===== config.mk =====
export PLATFORM = sky130hd
export DESIGN_NAME = pc8001m_boot_ctrl
export DESIGN_NICKNAME = d
export VERILOG_FILES = /design/src/rtl/pc8001m_pkg.sv /design/src/rtl/pc8001m_wbuf.sv /design/src/rtl/pc8001m_boot_ctrl.sv
export SDC_FILE = /design/constraint.sdc
export NUM_CORES = 1
export LEC_CHECK = 0
export CORE_ASPECT_RATIO = 0.75
export CORE_MARGIN = 2
export CORE_UTILIZATION = 41
export DETAILED_ROUTE_END_ITERATION = 8
export PLACE_DENSITY = 0.79
export SYNTH_ARGS = -nofsm -noshare
export SYNTH_HDL_FRONTEND = slang
export SYNTH_SLANG_ARGS = --single-unit
export TNS_END_PERCENT = 1

===== constraint.sdc =====
create_clock -name clk_sys -period 2.1 [get_ports clk_sys]
set_input_delay 0.42 -clock clk_sys [delete_from_list [all_inputs] [get_ports clk_sys]]
set_output_delay 0.42 -clock clk_sys [all_outputs]
set_load 0.01 [all_outputs]

===== src/rtl/pc8001m_pkg.sv =====
// pc8001m_pkg: boot sequencer state enum, OSD switch bit indices and the default reset-only switch mask
package pc8001m_pkg;
  typedef enum logic [1:0] {S_HOLD, S_LOAD, S_DRAIN, S_RUN} boot_state_t;
  localparam int SW_GREEN = 0;
  localparam int SW_BEEP = 2;
  localparam int SW_FDC = 3;
  localparam int SW_CPU = 4;
  localparam int SW_PCG = 5;
  localparam int SW_EXPROM = 7;
  localparam int SW_HISPEED = 9;
  localparam logic [9:0] RST_MASK_DEF = 10'((1 << SW_HISPEED) | (1 << SW_CPU));
endpackage


===== src/rtl/pc8001m_wbuf.sv =====
// pc8001m_wbuf: one-entry ROM write buffer; in clk/rst/i_load/i_addr/i_data/i_ready, out o_full (doubles as write request)/o_addr/o_data
module pc8001m_wbuf #(
  parameter int AW = 15
) (
  input  logic          clk,
  input  logic          rst,
  input  logic          i_load,
  input  logic [AW-1:0] i_addr,
  input  logic [7:0]    i_data,
  input  logic          i_ready,
  output logic          o_full,
  output logic [AW-1:0] o_addr,
  output logic [7:0]    o_data
);
  logic          r_full;
  logic [AW-1:0] r_addr;
  logic [7:0]    r_data;
  always_ff @(posedge clk)
    if (rst) begin
      r_full <= 1'b0;
      r_addr <= '0;
      r_data <= '0;
    end else if (i_load && !r_full) begin
      r_full <= 1'b1;
      r_addr <= i_addr;
      r_data <= i_data;
    end else if (r_full && i_ready) r_full <= 1'b0;
  assign o_full = r_full;
  assign o_addr = r_addr;
  assign o_data = r_data;
endmodule


===== src/rtl/pc8001m_boot_ctrl.sv =====
// pc8001m_boot_ctrl: ROM download streaming, core reset hold and reset-only switch gating; ioctl_* in/ioctl_wait out, status_sw in/switch_out out, rom_* write port, core_reset/rom_valid/load_err out
module pc8001m_boot_ctrl
  import pc8001m_pkg::*;
#(
  parameter int         ROM_AW      = 15,
  parameter int         HOLD_CYCLES = 1024,
  parameter logic [7:0] LOAD_INDEX  = 8'd1,
  parameter logic [9:0] RST_MASK    = RST_MASK_DEF
) (
  input  logic              clk_sys,
  input  logic              reset,
  input  logic              soft_reset,
  input  logic              ioctl_download,
  input  logic [7:0]        ioctl_index,
  input  logic              ioctl_wr,
  input  logic [24:0]       ioctl_addr,
  input  logic [7:0]        ioctl_dout,
  output logic              ioctl_wait,
  input  logic [9:0]        status_sw,
  output logic [9:0]        switch_out,
  output logic              rom_we,
  output logic [ROM_AW-1:0] rom_addr,
  output logic [7:0]        rom_data,
  input  logic              rom_ready,
  output logic              core_reset,
  output logic              rom_valid,
  output logic              load_err
);
  localparam int CW = $clog2(HOLD_CYCLES);
  boot_state_t r_state, w_state;
  logic [CW-1:0] r_cnt, w_cnt;
  logic r_dl, r_got, w_got, r_valid, w_valid, r_err, w_err;
  logic [9:0] r_sw;
  logic w_start, w_in_range, w_load, w_full, w_cnt_end;
  assign w_start    = ioctl_download & ~r_dl & (ioctl_index == LOAD_INDEX);
  assign w_in_range = (ioctl_addr >> ROM_AW) == '0;
  assign w_load     = (r_state == S_LOAD) & ioctl_wr & ~w_full & w_in_range;
  assign w_cnt_end  = r_cnt == CW'(HOLD_CYCLES - 1);
  pc8001m_wbuf #(.AW(ROM_AW)) u_wbuf (
    .clk(clk_sys),
    .rst(reset),
    .i_load(w_load),
    .i_addr(ioctl_addr[ROM_AW-1:0]),
    .i_data(ioctl_dout),
    .i_ready(rom_ready),
    .o_full(w_full),
    .o_addr(rom_addr),
    .o_data(rom_data)
  );
  always_comb begin
    w_state = r_state;
    w_cnt   = r_cnt;
    w_got   = r_got;
    w_valid = r_valid;
    w_err   = r_err;
    case (r_state)
      S_HOLD: begin
        w_cnt = soft_reset ? '0 : w_cnt_end ? r_cnt : r_cnt + 1'b1;
        if (!soft_reset && w_cnt_end && r_valid) w_state = S_RUN;
      end
      S_LOAD: begin
        w_err = r_err | (ioctl_wr & ~w_load);
        w_got = r_got | w_load;
        if (!ioctl_download) w_state = S_DRAIN;
      end
      S_DRAIN:
        if (!w_full) begin
          w_valid = r_got;
          w_cnt   = '0;
          w_state = S_HOLD;
        end
      S_RUN:
        if (soft_reset || |((status_sw ^ r_sw) & RST_MASK)) begin
          w_cnt   = '0;
          w_state = S_HOLD;
        end
      default: w_state = S_HOLD;
    endcase
    if (w_start) begin
      w_state = S_LOAD;
      w_got   = 1'b0;
      w_valid = 1'b0;
      w_err   = 1'b0;
    end
  end
  // Reset-only switch bits are frozen while the core runs; everything else follows with one register stage.
  always_ff @(posedge clk_sys)
    if (reset) begin
      r_state <= S_HOLD;
      r_cnt   <= '0;
      r_dl    <= 1'b0;
      r_got   <= 1'b0;
      r_valid <= 1'b0;
      r_err   <= 1'b0;
      r_sw    <= '0;
    end else begin
      r_state <= w_state;
      r_cnt   <= w_cnt;
      r_dl    <= ioctl_download;
      r_got   <= w_got;
      r_valid <= w_valid;
      r_err   <= w_err;
      r_sw    <= r_state == S_RUN ? (r_sw & RST_MASK) | (status_sw & ~RST_MASK) : status_sw;
    end
  assign ioctl_wait = w_full;
  assign rom_we     = w_full;
  assign core_reset = r_state != S_RUN;
  assign rom_valid  = r_valid;
  assign load_err   = r_err;
  assign switch_out = r_sw;
endmodule


==> metrics.yaml <==
run_status:
  status: "complete, no violations"
logic_synthesis:
  synth_top_family_by_area: "simple AND/OR/NAND/NOR gates"
  syn_area_per_cell_um2: 10.3
  yosysMostFrequentCell: "dfxtp_1"
  synth_compound_area_share_pct: 13.6
  yosysTopAreaCell: "dfxtp_1"
  synthMuxAreaShare_pct: 11.3
  syn_inst: 206
  syn-num-nets: 264
  synth_xor_area_share_pct: 0.824
  yosysTopAreaCellShare_pct: 47.1
  synthAdderAreaFrac_pct: 0.588
  ys_types: 50
  netlist_area_um2: 2130
  ys_top_cells_by_count: "dfxtp_1, nor2_1, mux2i_1"
  seq_area_frac_synth_pct: 47.1
  synth-edff-count: 0
  synthSimpleGateAreaFrac_pct: 21.6
  synthArstFlopShare_pct: 0
  synth_area_leaders: "dfxtp_1, mux2i_1, nor2_1, nor2b_1, a311oi_2"
  synth_flop_cell: "dfxtp_1"
  synth_warnings: 0
  ys_ff_latch: 50
final_layout:
  finalInstanceArea_um2: 3230
  fin_nets: 365
  syn_to_final_growth_pct: 52.1
  fill_cells: 422
  layout-drive-gt1-share_pct: 11.0
  antennaDiodeCount: 0
route:
  firstDrtPassIters: 4
  route.detailed.drc: 0
  initialDrtViolationCount: 78
  routed_wirelength_mm: 5.13
  vias: 1889
  avgRoutedWirePerCell_um: 13.9
  ant_nets: 0
  routed_via_density: 5.13
floorplanning:
  die_h_um: 66.4
  die_area_um2: 5790
  rows: 22
  fp.dieW_um: 87.2
  ioPinCount: 95
  start_util_pct: 42.9
  core_area_um2: 4950
sta:
  rsz0062_at_grt: "false"
  relSlewSlack_pct: 66.7
  finalSetupViolations: 0
  period_minus_slack_ns: 2.00
  setup_tns_ns: 0
  worst_pin_slew_ns: 0.495
  final_hold_viol_count: 0
  fin_skew_ns: 0.00477
  slew_viol_final: 0
  finalCritPeriodShare_pct: 95.3
  max_clock_freq_ghz: 0.499
setup_path:
  cp-end-kind: "output port"
  reg2reg_to: "r_cnt[2]$_SDFFE_PP0P_"
  start_kind: "flip-flop"
  path_cells: "nand2_1, clkdlybuf4s50_1"
  cp_top_family: "flip-flops"
  slowest_stage: "dfxtp_1"
  cp_num_buf_inv: 1
  cp_slowest_stage_delay_ns: 0.62
  cp.required_ns: 1.68
  r2r_start: "r_state[0]$_SDFFE_PP0P_"
  worstRegToRegCells: 4
  worst-path-max-fanout: 11
  cp.arrival_ns: 1.58
  rrSetupSlack_ns: 0.39
  crit_type: "reg2out"
clock_tree:
  cts_hold_buf: 0
  cts_tree: "yes"
  cts_sinks: 50
  cts.root.buffer_cell: "clkbuf_8"
  clk_pin_slew_ns: 0.08
  cts_resized: 0
  insertion_delay_ns: 0.29
  clockBufferDepth: 2
  htree_levels: 2
  cts_setup_buffers: 0
  cts_buffers: 5
min_path:
  hold-path-endpoint: "r_got$_SDFFE_PP0N_"
  worst_hold_path_type: "reg2reg"
  min_from: "r_got$_SDFFE_PP0N_"
  worst_hold_path.num_cells: 2
power_and_ir_drop:
  p_per_area_nw_per_um2: 561
  irDropWorstVdd_mv: 0.324
  p_leak_nw: 1.35
global_route:
  antenna_found_initial: 0
  globalRouteOverflowTotal: 0
  first_global_vias: 1830
  grt_max_degree: 27
  grt_usage_pct: 18.1
  grt_pass1_wl_mm: 8.20
placed_design:
  place_area_um2: 3130
  gp_congestion: 0.887
  dp_hpwl_mm: 3.96
  port_buffers: 94
job:
  drv_cap: 0
-- sequential cells by signal, indices dropped and copies added, names as in the netlist --
name / flops
u_wbuf.o_full: 1
r_got: 1
u_wbuf.o_addr: 15
r_cnt: 10
r_dl: 1
load_err: 1
u_wbuf.o_data: 8
r_state: 2
switch_out: 10
rom_valid: 1
-- metrics by stage --
| stage | instances | power [W] | hold WS [ns] | utilization (%) | setup slack, ns |
|---|---|---|---|---|---|
| floorplan | 206 | 0.00105 | 0.424 | - | 0.569 |
| global placement | 360 | 0.00118 | 0.442 | 63.1 | 0.0175 |
| detailed placement | 360 | 0.00119 | 0.455 | 63.1 | -0.0405 |
| CTS | 368 | 0.00184 | 0.469 | 65.3 | 0.109 |
| global route | 368 | 0.00189 | 0.518 | 65.3 | 0.0266 |
| finish | 368 | 0.00182 | 0.466 | 65.3 | 0.0979 |
-- power by group --
part           switching [W]  internal, W  total, W  leakage [nW]
registers         0.00000596     0.000960  0.000966         0.406
clock network       0.000296     0.000357  0.000653        0.0524
logic              0.0000636     0.000133  0.000197         0.890
total               0.000366      0.00145   0.00182          1.35
-- kinds of logic after synthesis --
kind of cell | count (synthesis)
simple gates | 80
flops | 50
compound gates | 34
mux | 24
buf+inv | 15
xor+xnor | 2
fa+ha+maj | 1
-- cells in the final DEF, fill, tap and decap left out, types with 5 or more instances in the layout --
| master | Yosys | layout |
|---|---|---|
| nor2_1 | 25 | 25 |
| dfxtp_1 | 50 | 50 |
| a21oi_1 | 10 | 10 |
| clkdlybuf4s50_1 | 0 | 93 |
| mux2i_1 | 24 | 24 |
| clkbuf_8 | 0 | 5 |
| nor2b_1 | 13 | 13 |
| buf_4 | 3 | 11 |
| nand2_1 | 10 | 10 |
-- worst register-to-register path: stages (launching register included) --
cell and delay (ns):
dfxtp_1 0.62, nand3b_1 0.22, o311ai_4 0.40, nor2_4 0.14, a311oi_2 0.25
-- cell type report --
class | instances | area (um2) | share of cell area, %
repair buffers | 105 | 1020 | 31.5
clock inverters | 1 | 30.0 | 0.928
multi-input cells | 141 | 1020 | 31.5
flip-flops and latches | 50 | 1000 | 30.9
well taps | 60 | 75.1 | 2.32
clock buffers | 7 | 76.3 | 2.36
inverters | 4 | 15.0 | 0.464
-- metal layers --
layer	GRT usage, %	routed length [um]
met1	23.3	2380
met2	29.9	2330
met3	4.62	361
met4	5.77	58
met5	0	0
-- worst max path at each step --
stage                                 start                             end  depth (start not counted)
floorplan             r_cnt[0]$_SDFFE_PP0P_           r_cnt[2]$_SDFFE_PP0P_                          5
global placement             ioctl_addr[17]   u_wbuf.o_data[2]$_SDFFE_PP0P_                          6
detailed placement           ioctl_addr[17]  u_wbuf.o_addr[13]$_SDFFE_PP0P_                          6
CTS                 r_state[0]$_SDFFE_PP0P_                      core_reset                          2
global route        r_state[0]$_SDFFE_PP0P_                      core_reset                          2
finish              r_state[0]$_SDFFE_PP0P_                      core_reset                          2
No activity file was read; power rests on OpenSTA's default activity.
